`src/rtl/ads1256_spi_responder.sv`:
```
// ADS1256 data-path emulator: periodic DRDY, command decode, RDATA readout (SPI mode 1).
// Optional overrun flag output enabled by defining ADS_RESPONDER_OVERRUN_EN.
module ads1256_spi_responder #(
    parameter int unsigned SAMPLE_PERIOD = 3000,
    parameter int unsigned DATA_W        = 24,
    parameter logic [7:0]  CMD_RDATA     = 8'h01
) (
    input  logic              clock_i,
    input  logic              reset_i,
    input  logic              enable_i,
    input  logic [DATA_W-1:0] sample_i,
    input  logic              SCLK_i,
    input  logic              DIN_i,
    input  logic              CS_L_i,
    output logic              DOUT_o,
    output logic              DRDY_o,
    output logic [7:0]        cmd_o,
    output logic              cmd_valid_o,
    output logic              busy_o
`ifdef ADS_RESPONDER_OVERRUN_EN
    ,
    output logic              overrun_o
`endif
);

    localparam int unsigned CNT_W  = (SAMPLE_PERIOD > 1) ? $clog2(SAMPLE_PERIOD) : 1;
    localparam int unsigned DCNT_W = $clog2(DATA_W + 1);

    typedef enum logic [1:0] {IDLE, CMD, DATA} state_t;

    logic [2:0] sclk_s;
    logic [1:0] din_s;
    logic [1:0] cs_s;

    state_t              state_q, state_d;
    logic [CNT_W-1:0]    cnt_q, cnt_d;
    logic [DATA_W-1:0]   hold_q, hold_d;
    logic [DATA_W-1:0]   shreg_q, shreg_d;
    logic [7:0]          cmd_sr_q, cmd_sr_d;
    logic [2:0]          bit_cnt_q, bit_cnt_d;
    logic [DCNT_W-1:0]   data_cnt_q, data_cnt_d;
    logic                dout_q, dout_d;
    logic                drdy_q, drdy_d;
    logic [7:0]          cmd_q, cmd_d;
    logic                cmd_valid_q, cmd_valid_d;
    logic                busy_q, busy_d;
`ifdef ADS_RESPONDER_OVERRUN_EN
    logic                ovr_q, ovr_d;
`endif

    logic       sclk_rise, sclk_fall, din_sync, cs_high, tc;
    logic [7:0] cmd_byte;

    assign sclk_rise = sclk_s[1] & ~sclk_s[2];
    assign sclk_fall = ~sclk_s[1] & sclk_s[2];
    assign din_sync  = din_s[1];
    assign cs_high   = cs_s[1];

    // Pin synchronisers; sclk_s[2] is the edge-detect reference copy
    always_ff @(posedge clock_i or posedge reset_i) begin
        if (reset_i) begin
            sclk_s <= 3'b000;
            din_s  <= 2'b00;
            cs_s   <= 2'b11;
        end else begin
            sclk_s <= {sclk_s[1:0], SCLK_i};
            din_s  <= {din_s[0], DIN_i};
            cs_s   <= {cs_s[0], CS_L_i};
        end
    end

    always_ff @(posedge clock_i or posedge reset_i) begin
        if (reset_i) begin
            state_q     <= IDLE;
            cnt_q       <= '0;
            hold_q      <= '0;
            shreg_q     <= '0;
            cmd_sr_q    <= '0;
            bit_cnt_q   <= '0;
            data_cnt_q  <= '0;
            dout_q      <= 1'b0;
            drdy_q      <= 1'b1;
            cmd_q       <= '0;
            cmd_valid_q <= 1'b0;
            busy_q      <= 1'b0;
`ifdef ADS_RESPONDER_OVERRUN_EN
            ovr_q       <= 1'b0;
`endif
        end else begin
            state_q     <= state_d;
            cnt_q       <= cnt_d;
            hold_q      <= hold_d;
            shreg_q     <= shreg_d;
            cmd_sr_q    <= cmd_sr_d;
            bit_cnt_q   <= bit_cnt_d;
            data_cnt_q  <= data_cnt_d;
            dout_q      <= dout_d;
            drdy_q      <= drdy_d;
            cmd_q       <= cmd_d;
            cmd_valid_q <= cmd_valid_d;
            busy_q      <= busy_d;
`ifdef ADS_RESPONDER_OVERRUN_EN
            ovr_q       <= ovr_d;
`endif
        end
    end

    always_comb begin
        state_d     = state_q;
        cnt_d       = cnt_q;
        hold_d      = hold_q;
        shreg_d     = shreg_q;
        cmd_sr_d    = cmd_sr_q;
        bit_cnt_d   = bit_cnt_q;
        data_cnt_d  = data_cnt_q;
        dout_d      = dout_q;
        drdy_d      = drdy_q;
        cmd_d       = cmd_q;
        cmd_valid_d = 1'b0;
        tc          = 1'b0;
        cmd_byte    = {cmd_sr_q[6:0], din_sync};
`ifdef ADS_RESPONDER_OVERRUN_EN
        ovr_d       = ovr_q;
`endif

        if (!enable_i) begin
            cnt_d = '0;
        end else if (cnt_q == CNT_W'(SAMPLE_PERIOD - 1)) begin
            cnt_d = '0;
            tc    = 1'b1;
        end else begin
            cnt_d = cnt_q + CNT_W'(1);
        end

        if (cs_high) begin
            state_d    = IDLE;
            bit_cnt_d  = '0;
            data_cnt_d = '0;
            dout_d     = 1'b0;
        end else begin
            case (state_q)
                IDLE: begin
                    dout_d  = 1'b0;
                    state_d = CMD;
                end
                CMD: begin
                    if (sclk_fall) begin
                        cmd_sr_d  = cmd_byte;
                        bit_cnt_d = bit_cnt_q + 3'd1;
                        if (bit_cnt_q == 3'd7) begin
                            cmd_d       = cmd_byte;
                            cmd_valid_d = 1'b1;
                            bit_cnt_d   = '0;
                            if (cmd_byte == CMD_RDATA) begin
                                shreg_d    = hold_q;
                                data_cnt_d = '0;
                                state_d    = DATA;
                            end
                        end
                    end
                end
                DATA: begin
                    // Shift out on rise; the fall after the last bit closes the readout
                    if (sclk_rise && data_cnt_q != DCNT_W'(DATA_W)) begin
                        dout_d     = shreg_q[DATA_W-1];
                        shreg_d    = {shreg_q[DATA_W-2:0], 1'b0};
                        data_cnt_d = data_cnt_q + DCNT_W'(1);
                        if (data_cnt_q == '0) drdy_d = 1'b1;
                    end else if (sclk_fall && data_cnt_q == DCNT_W'(DATA_W)) begin
                        state_d    = CMD;
                        dout_d     = 1'b0;
                        data_cnt_d = '0;
`ifdef ADS_RESPONDER_OVERRUN_EN
                        ovr_d      = 1'b0;
`endif
                    end
                end
                default: state_d = IDLE;
            endcase
        end

        // A new sample takes priority over a same-cycle DRDY release
        if (tc) begin
            hold_d = sample_i;
            drdy_d = 1'b0;
`ifdef ADS_RESPONDER_OVERRUN_EN
            if (!drdy_q) ovr_d = 1'b1;
`endif
        end

        busy_d = (state_d == DATA);
    end

    assign DOUT_o      = dout_q;
    assign DRDY_o      = drdy_q;
    assign cmd_o       = cmd_q;
    assign cmd_valid_o = cmd_valid_q;
    assign busy_o      = busy_q;
`ifdef ADS_RESPONDER_OVERRUN_EN
    assign overrun_o   = ovr_q;
`endif

endmodule
```
`config.mk`:
```
export PLATFORM = sky130hd
export DESIGN_NAME = ads1256_spi_responder
export DESIGN_NICKNAME = d
export VERILOG_FILES = /design/src/rtl/ads1256_spi_responder.sv
export SDC_FILE = /design/constraint.sdc
export NUM_CORES = 1
export LEC_CHECK = 0
export CAP_MARGIN = 5
export CORE_UTILIZATION = 45
export DETAILED_ROUTE_END_ITERATION = 16
export PLACE_DENSITY = 0.66
export SKIP_CTS_REPAIR_TIMING = 1
export SLEW_MARGIN = 10
export SYNTH_ARGS = -nofsm -noshare
export SYNTH_HDL_FRONTEND = slang
export SYNTH_SLANG_ARGS = --single-unit
export TNS_END_PERCENT = 100
```
`constraint.sdc`:
```
create_clock -name clock_i -period 3.5 [get_ports clock_i]
set_clock_uncertainty 0.1 [all_clocks]
set_input_delay 0.7 -clock clock_i [delete_from_list [all_inputs] [get_ports clock_i]]
set_output_delay 0.7 -clock clock_i [all_outputs]
set_load 0.005 [all_outputs]
```
==> metrics.csv <==
metric,value,unit
sw power,547,µW
clock slew at reported path FFs,100,ps
die height,99.9,µm
layout filler cell count,832,
Gate Count Post-Synth,350,
Placed Area,4870,µm²
CP Capture Type,register,
number of synthesized flops with an enable pin,0,
Synthesized Nets,389,
layout cells sized above 1,0.206,
Critical Path RT,3700,ps
slowest CP cell,a211oi_4,
Std-Cell Rows,35,
outcome,finished clean,
DRC viols,0,
via count,2864,
Detail Route Antenna Nets,0,
area grow syn2layout,17.6,%
CTS tree,built,
initial antenna violation count,0,
Top delay family on crit path,compound AO/OA/AOI/OAI gates,
worst min path class,reg2reg,
number of port buffers,41,
critical path startpoint category,register,
gr usage total,0.174,
Sw Share,0.254,
diode count,0,
Int Pwr,1.61,mW
crit path max fanout,18,
share of the synthesized area in the top cell type,0.540,
vias per inst,5.42,
"Warnings, synthesis",0,
Least-Margin Pin Slew,721,ps
slowest cell delay on critical path,690,ps
clock root cell,clkbuf_8,
total iterations of the first detailed-routing run,4,
CTS H-tree lvls,3,
FMAX,352,MHz
crit-path cells,ha_1 -> ha_1 -> nand4bb_1 -> o41a_1 -> a211oi_4 -> buf_4 -> a2bb2oi_2,
MaxCap Viol Count,0,
Final Cycle Share,0.811,
CP arrival,3040,ps
HPWL after DPL,5150,µm
Iter 0 DRT Violations,122,
WL per Instance,14.6,µm
initial core utilization,0.465,
Slew HR,0.519,
syn avg cell area,12.3,µm²
layout net count,433,
GP Congestion,0.787,
Placeable Area,9280,µm²
gr ovfl total,0,
Netlist Area Pre-Place,4310,µm²
first-pass GRT wire length,13600,µm
Power Density,425,nW/µm²
"Buf+Inv Stages, Crit Path",1,
"Slew Viols, Final",0,
kind of critical path,reg2reg,
maximum VDD drop,0.000210,V
clk buf depth,2,
Flop pwr share,0.570,
"Hold Vio Cnt, Final",0,
fin crit period,2840,ps
register bit total from synthesis,96,
Clock Power Share,0.336,
Leak,2.30,nW
clk sink count,96,
final instance area,5070,µm²
asr flop ratio synth,1.00,
CP dominant cell by count,ha_1,
sequential-to-total area share from yosys stat,0.558,
Yosys cell types,52,
cts bufs inserted,9,
clock latency on the worst-skew pair,370,ps
I/O pins,42,
Die X,99.9,µm
vias in the first global route,2824,
largest net degree at the start of global routing,59,
Combinational Power Share,0.094,
Area contributors post-synth,"dfrtp_1 54%, mux2_2 10%, a2bb2oi_2 3.1%",
TNS Setup,0,ps
RSZ-0062 raised after global routing,no,
ys flop type,dfrtp_1,
Post-Route WL,7710,µm
Die Area,9980,µm²
biggest area consumer among synthesized cells,dfrtp_1,
# setup viols final,0,
## worst paths after layout
check | endpoint | slack, ps | cells past startpoint | startpoint
max reg2reg | shreg_q[4] | 660 | 7 | bit_cnt_q[0]
max in group asynchronous | cs_s[1] | 2170 | 3 | reset_i
max | shreg_q[4] | 660 | 7 | bit_cnt_q[0]
min | din_s[1] | 250 | 0 | din_s[0]
min reg2reg | din_s[1] | 250 | 0 | din_s[0]
min in group asynchronous | cnt_q[0] | 490 | 2 | reset_i
## flip-flops by register name, summed over array words and instances (netlist names), 2 cells and up
name and cells:
cs_s 2, cnt_q 12, cmd_sr_q 7, bit_cnt_q 3, din_s 2, cmd_o 8
data_cnt_q 5, sclk_s 3, shreg_q 24, hold_q 24, state_q 2
## per-layer routing
layer | up-vias | part of all wire | global-route usage
met2 | 54 | 0.45 | 0.254
met4 | 0 | 0.016 | 0.0781
met5 | - | 0 | 0
li1 | 1381 | - | -
met3 | 9 | 0.032 | 0.0292
met1 | 1420 | 0.50 | 0.254
## cells by family (layout without fill, tap and decap cells)
family | after synthesis | after routing | share of synthesized area
flip-flops | 96 | 96 | 0.558
multiplexers | 42 | 42 | 0.109
AND/OR/NAND/NOR | 97 | 97 | 0.120
XOR/XNOR | 10 | 10 | 0.0203
adder cells (fa/ha/maj) | 9 | 9 | 0.0261
buffers and inverters | 30 | 79 | 0.0316
AO/OA/AOI/OAI | 66 | 66 | 0.135
## worst register-to-register path: stages (launching register included)
cell	delay, ps
dfrtp_1	390
ha_1	170
ha_1	210
nand4bb_1	140
o41a_1	660
a211oi_4	690
buf_4	280
a2bb2oi_2	140
## cell type report
class                           count  area, µm²  area share
Clock buffer                       11        151      0.0298
Clock inverter                      5       46.3     0.00913
Inverter                           14       53.8      0.0106
Multi-Input combinational cell    224       1770       0.349
Sequential cell                    96       2410       0.474
Tap cell                          129        161      0.0318
Timing Repair Buffer               49        483      0.0952
## stage by stage
stage	std cells	worst slack [ps]	power, mW	hold WS (ps)	utilization
6_report	528	663	2.16	248	0.546
5_1_grt	528	455	2.26	269	0.546
4_1_cts	528	667	2.18	246	0.546
3_5_place_dp	512	694	1.46	235	0.525
3_3_place_gp	512	766	1.45	233	0.525
2_1_floorplan	350	200	1.38	231	-
## Yosys cell counts (all sizes together) (2+ instances only)
master,n
xnor2,7
dfstp,3
nand2,14
a221oi,2
dfrtp,93
o21ai,3
mux2,40
ha,9
nand4,2
and2,2
or2,2
mux2i,2
a211o,6
clkbuf,12
nor2b,2
and3,3
nand3,8
nand2b,10
o22ai,17
nor3,9
o32ai,8
a2bb2oi,15
xor2,3
a21oi,5
nor4,10
buf,4
inv,14
a221o,2
nor2,26
## power groups by stage
stage               Sequential, mW  Clock (mW)  Combinational [mW]
CTS                           1.23       0.749               0.205
finish                        1.23       0.724               0.202
global route                  1.24       0.793               0.223
global placement              1.25           0               0.199
floorplan                     1.23           0               0.150
detailed placement            1.25           0               0.204
## cell usage in the layout, fill, tap and decap left out, drive strengths merged, types with 6 or more instances in the layout
| cell type | instances |
|---|---|
| nand2 | 14 |
| nor4 | 10 |
| clkdlybuf4s50 | 41 |
| o22ai | 17 |
| xnor2 | 7 |
| nor3 | 9 |
| nor2 | 26 |
| a2bb2oi | 15 |
| buf | 8 |
| nand2b | 10 |
| mux2 | 40 |
| nand3 | 8 |
| inv | 17 |
| a211o | 6 |
| dfrtp | 93 |
| clkbuf | 11 |
| o32ai | 8 |
| ha | 9 |
Note: power is estimated with default switching activity, not from simulation.
